## config.mk

```make
export PLATFORM = sky130hd
export DESIGN_NAME = rv2t_pipeline_sequencer
export DESIGN_NICKNAME = d
export VERILOG_FILES = /design/src/rtl/rv2t_pipeline_sequencer.sv
export SDC_FILE = /design/constraint.sdc
export NUM_CORES = 1
export LEC_CHECK = 0
export ABC_AREA = 1
export CORE_MARGIN = 3
export CORE_UTILIZATION = 34
export CTS_BUF_LIST = sky130_fd_sc_hd__clkbuf_8
export DETAILED_ROUTE_END_ITERATION = 6
export HOLD_SLACK_MARGIN = 0.05
export PLACE_DENSITY = 0.58
export REMOVE_ABC_BUFFERS = 1
export SETUP_SLACK_MARGIN = 0.4
export SYNTH_ARGS = -nofsm -noshare
export SYNTH_HDL_FRONTEND = slang
export SYNTH_SLANG_ARGS = --single-unit
export TNS_END_PERCENT = 20
```

## constraint.sdc

```tcl
create_clock -name clk -period 1.8 [get_ports clk]
set_clock_uncertainty 0.2 [all_clocks]
set_input_delay 0.27 -clock clk [delete_from_list [all_inputs] [get_ports clk]]
set_output_delay 0.27 -clock clk [all_outputs]
set_load 0.05 [all_outputs]
```

## src/rtl/rv2t_pipeline_sequencer.sv

```systemverilog
// Multi-cycle instruction sequencer for the RV2T core: steps each instruction through
// fetch/decode/execute/memory/mul-div/trap and emits the per-stage strobes.
module rv2t_pipeline_sequencer #(
    parameter int MEM_TIMEOUT = 16
) (
    input  logic        clk,
    input  logic        reset_n,
    input  logic        sync_reset,
    input  logic        start,
    input  logic        fetch_ack,
    input  logic        ctl_LOAD,
    input  logic        ctl_STORE,
    input  logic        ctl_MUL_DIV_FUNCT3,
    input  logic        ctl_WFI,
    input  logic        ctl_MRET,
    input  logic        exception_illegal_instruction,
    input  logic        mem_ack,
    input  logic        muldiv_done,
    input  logic        interrupt_pending,
    output logic        fetch_enable,
    output logic        decode_enable,
    output logic        exe_enable,
    output logic        mem_enable,
    output logic        muldiv_start,
    output logic        wb_enable,
    output logic        mret_enable,
    output logic        trap_enable,
    output logic        bus_timeout,
    output logic        instret_pulse,
    output logic [31:0] instret_count,
    output logic [2:0]  state
);

    typedef enum logic [2:0] {
        S_IDLE   = 3'd0,
        S_FETCH  = 3'd1,
        S_DECODE = 3'd2,
        S_EXE    = 3'd3,
        S_MEM    = 3'd4,
        S_MULDIV = 3'd5,
        S_WFI    = 3'd6,
        S_TRAP   = 3'd7
    } state_t;

    // Last MEM cycle index before the access is declared dead.
    localparam logic [7:0] LP_WAIT_LAST = 8'(MEM_TIMEOUT - 1);

    state_t      r_state;
    logic        r_mem_is_load;
    logic [7:0]  r_wait_cnt;
    logic [31:0] r_instret_count;

    state_t      w_next;
    logic        w_mem_entry;
    logic        w_wait_inc;

    always_comb begin
        w_next        = r_state;
        w_mem_entry   = 1'b0;
        w_wait_inc    = 1'b0;
        fetch_enable  = 1'b0;
        decode_enable = 1'b0;
        exe_enable    = 1'b0;
        mem_enable    = 1'b0;
        muldiv_start  = 1'b0;
        wb_enable     = 1'b0;
        mret_enable   = 1'b0;
        trap_enable   = 1'b0;
        bus_timeout   = 1'b0;
        instret_pulse = 1'b0;

        case (r_state)
            S_IDLE: begin
                if (start) w_next = S_FETCH;
            end
            S_FETCH: begin
                fetch_enable = 1'b1;
                // Interrupts are only taken on an instruction boundary.
                if (interrupt_pending)  w_next = S_TRAP;
                else if (fetch_ack)     w_next = S_DECODE;
            end
            S_DECODE: begin
                decode_enable = 1'b1;
                w_next        = S_EXE;
            end
            S_EXE: begin
                exe_enable = 1'b1;
                if (exception_illegal_instruction) begin
                    w_next = S_TRAP;
                end else if (ctl_WFI) begin
                    instret_pulse = 1'b1;
                    w_next        = S_WFI;
                end else if (ctl_MRET) begin
                    mret_enable   = 1'b1;
                    instret_pulse = 1'b1;
                    w_next        = S_FETCH;
                end else if (ctl_LOAD || ctl_STORE) begin
                    w_mem_entry = 1'b1;
                    w_next      = S_MEM;
                end else if (ctl_MUL_DIV_FUNCT3) begin
                    muldiv_start = 1'b1;
                    w_next       = S_MULDIV;
                end else begin
                    wb_enable     = 1'b1;
                    instret_pulse = 1'b1;
                    w_next        = S_FETCH;
                end
            end
            S_MEM: begin
                mem_enable = (r_wait_cnt == 8'd0);
                // An ack in the final allowed cycle still completes the access.
                if (mem_ack) begin
                    instret_pulse = 1'b1;
                    wb_enable     = r_mem_is_load;
                    w_next        = S_FETCH;
                end else if (r_wait_cnt == LP_WAIT_LAST) begin
                    bus_timeout = 1'b1;
                    w_next      = S_TRAP;
                end else begin
                    w_wait_inc = 1'b1;
                end
            end
            S_MULDIV: begin
                if (muldiv_done) begin
                    wb_enable     = 1'b1;
                    instret_pulse = 1'b1;
                    w_next        = S_FETCH;
                end
            end
            S_WFI: begin
                if (interrupt_pending) w_next = S_TRAP;
            end
            S_TRAP: begin
                trap_enable = 1'b1;
                w_next      = S_FETCH;
            end
            default: w_next = S_IDLE;
        endcase
    end

    always_ff @(posedge clk or negedge reset_n) begin
        if (!reset_n) begin
            r_state         <= S_IDLE;
            r_mem_is_load   <= 1'b0;
            r_wait_cnt      <= 8'd0;
            r_instret_count <= 32'd0;
        end else if (sync_reset) begin
            r_state         <= S_IDLE;
            r_mem_is_load   <= 1'b0;
            r_wait_cnt      <= 8'd0;
            r_instret_count <= 32'd0;
        end else begin
            r_state <= w_next;
            if (w_mem_entry) begin
                r_mem_is_load <= ctl_LOAD;
                r_wait_cnt    <= 8'd0;
            end else if (w_wait_inc) begin
                r_wait_cnt <= r_wait_cnt + 8'd1;
            end
            if (instret_pulse) r_instret_count <= r_instret_count + 32'd1;
        end
    end

    assign instret_count = r_instret_count;
    assign state         = r_state;

endmodule

```

==> impl_metrics.toml <==
[cts]
cts_tree = "done"
path_clk_slew_ns = 0.09
cts_buffer_depth = 2
cts_root_buf = "clkbuf_8"
cts.htree.levels = 2
clock_sinks = 44
numCtsBuffers = 5
clock_latency_ns = 0.30

[synthesis]
synth-xor-area-share = 0.00270
yosys.area_share.simple = 0.482
synthMuxAreaShare = 0
synth_top_family_by_area = "simple AND/OR/NAND/NOR gates"
yosysWarnings = 0
syn_area_mm2 = 0.00324
synthDistinctLibCells = 31
syn_avg_cell_area_um2 = 6.63
synth_compound_area_frac = 0.0679
ys_ff_latch = 44
ys_seq_area_frac = 0.340
synth_fa_ha_area_frac = 0.0116
synthCells = 489

[setup_path]
cp_slowest_stage_delay_ns = 0.44
r2r_start = "state[0]"
crit_slowest_cell = "dfrtp_1"
required_ns = 1.33
worstPathArrival_ns = 1.59
cp_max_fo = 4
crit_type = "register to primary output"
r2r-end = "instret_count[7]"
crit_chain = "buf_12 -> nor2_8 -> buf_12 -> nand2_4 -> nor3_4 -> buf_6 -> buf_12"
regToRegSetupSlack_ns = -0.10
worstSetupEndpointType = "primary output"
setup.worst_path.start_class = "register"
reg2reg_depth = 10
cp_common_cell = "buf_12"

[layout]
layout_commonest_cell = "nand2_1"
area_delta_synth_final_pct = 66.9
fin_util = 0.586
finalInstanceArea_mm2 = 0.00541
multi_input_area_mm2 = 0.00204
instances_no_fill = 747
final_cell_mix = "nand2_1 (152), nor2_1 (74), buf_12 (51)"
diodes = 0
drive_above_1_share = 0.354
fin_nets = 634
ff_latch_area_mm2 = 0.00112
fillers = 819

[sta]
finalHoldViolCount = 0
relSlewSlack = 0.695
rsz0062_at_grt = "yes"
holdWs_ns = 0.219
fmax_mhz = 485
worst_pin_slew_ns = 0.454
final-setup-viol-count = 23
worst_slack_ns = -0.262
period_share = 1.15
fin_crit_ns = 2.06
slew_viol_final = 0

[floorplanning]
die_h_um = 104
start_util = 0.351
rows = 35
design.die.area_mm2 = 0.0107
fp.dieW_um = 104
fp.coreArea_mm2 = 0.00924
ios = 59

[placed_design]
dp_hpwl_um = 7330
dp_slack_ns = -0.311
numPortBuffers = 58
dpl-instance-area_mm2 = 0.00484
gp_congestion = 0.984
dpl.cell_count = 726

[global_route]
grt_pass1_wl_um = 16600
antenna_found_initial = 0
track_usage = 0.184
grt_max_degree = 30
gr-total-overflow = 0
grt_pass1_vias = 3569

[detailed_routing]
firstDrtPassIters = 4
vias = 3574
drc_errors = 0
wl_per_cell_um = 12.9
viasPerCell = 4.78
ant_nets = 0
wl_um = 9670
dr.first_iter.drc_count = 125

[hold_path]
hold_path.class = "primary input to async pin"

[pwr]
pwr_density_cell_mw_per_mm2 = 670
ir_worst_vdd_mv = 0.809
swShare = 0.362
clock_power_share = 0.213
combinationalPowerShare = 0.491
power.internal_mw = 2.31
seq_power_share = 0.297
power_switching_mw = 1.32
cellLeakagePower_nw = 2.35

[flow_run]
max-cap-violations = 0

[outcome]
status = "complete, but fails checks"
violations = "setup timing"
power by group through the flow:
stage          Sequential (mW)  Combinational [mW]  Clock, mW
2_1_floorplan             1.22               0.498          0
3_3_place_gp              1.08                1.42          0
3_5_place_dp              1.08                1.43          0
4_1_cts                   1.07                1.67      0.782
5_1_grt                   1.08                1.90      0.822
6_report                  1.08                1.78      0.772
flip-flops by register name, summed over array words and instances (netlist names):
signal and cells:
instret_count 32, r_mem_is_load 1, r_wait_cnt 8, state 3
how the worst max path moves through the flow:
| stage | start | to | slack (ns) | cells after the start |
|---|---|---|---|---|
| finish | state[1] | mem_enable | -0.26 | 7 |
| global route | state[0] | wb_enable | -0.32 | 7 |
| CTS | r_wait_cnt[0] | mem_enable | -0.25 | 7 |
| detailed placement | ctl_LOAD | instret_count[16] | -0.31 | 10 |
| global placement | ctl_LOAD | instret_count[16] | -0.27 | 10 |
| floorplan | state[1] | mem_enable | -0.77 | 3 |
synth_stat cells:
cell type,instances,share of area
nor2_1,86,0.10
nand3_4,1,0.0054
dfrtp_1,44,0.34
nand2_4,2,0.0069
nor2_4,7,0.024
or2_2,1,0.0019
buf_2,2,0.0031
nand2_1,159,0.18
clkbuf_1,2,0.0023
clkinv_2,1,0.0015
ha_1,3,0.012
nand3_1,49,0.076
nor2_2,3,0.0058
inv_2,6,0.0069
nor3_2,1,0.0031
inv_1,42,0.049
nand3_2,1,0.0031
a21oi_2,11,0.030
nor2_8,1,0.0062
nand4_1,19,0.037
buf_12,1,0.0062
o221ai_1,1,0.0027
nand3b_4,1,0.0062
o21ai_1,1,0.0015
nor3_1,6,0.0093
nand2_2,6,0.012
nand3b_1,1,0.0023
buf_6,8,0.028
a21oi_1,8,0.012
xor2_1,1,0.0027
o21ai_0,14,0.022
critical path: cells and delay by family (launching register included):
kind / cells / cell delay, ns
buf+inv: 4 / 0.52
flops: 1 / 0.44
simple gates: 3 / 0.34
routing by layer:
metal,GRT usage,vias to the layer above,share of wire
met5,0,-,0
met4,0.0541,0,0.018
met3,0.0268,16,0.038
met2,0.322,97,0.51
met1,0.235,1633,0.44
li1,-,1828,-
what timing repair did:
item,4_1_cts,5_1_grt
buffers inserted,5,6
hold endpoints to repair,15,0
hold buffers,1,0
pin swaps,12,21
endpoints found under the setup margin,89,89
cloned,1,0
gates resized for setup,73,35
area by class of cell:
type / instances / share of cell area
multi-input cells: 383 / 0.378
repair buffers: 134 / 0.330
flip-flops and latches: 44 / 0.207
inverters: 49 / 0.0361
well taps: 129 / 0.0298
clock buffers: 5 / 0.0127
clock inverters: 3 / 0.00717
cells by family after synthesis:
group                      Yosys count
DFF                                 44
buffers and inverters               62
and+or+nand+nor                    344
xor gates and xnor gates             1
AOI/OAI and AO/OA                   35
adders and majority gates            3
metrics by stage:
step,setup TNS [ns],power (mW)
global route,-4.94,3.80
finish,-2.07,3.63
CTS,-1.41,3.52
detailed placement,-9.77,2.52
global placement,-8.01,2.50
floorplan,-18.70,1.72
Note: power is estimated with default switching activity, not from simulation.
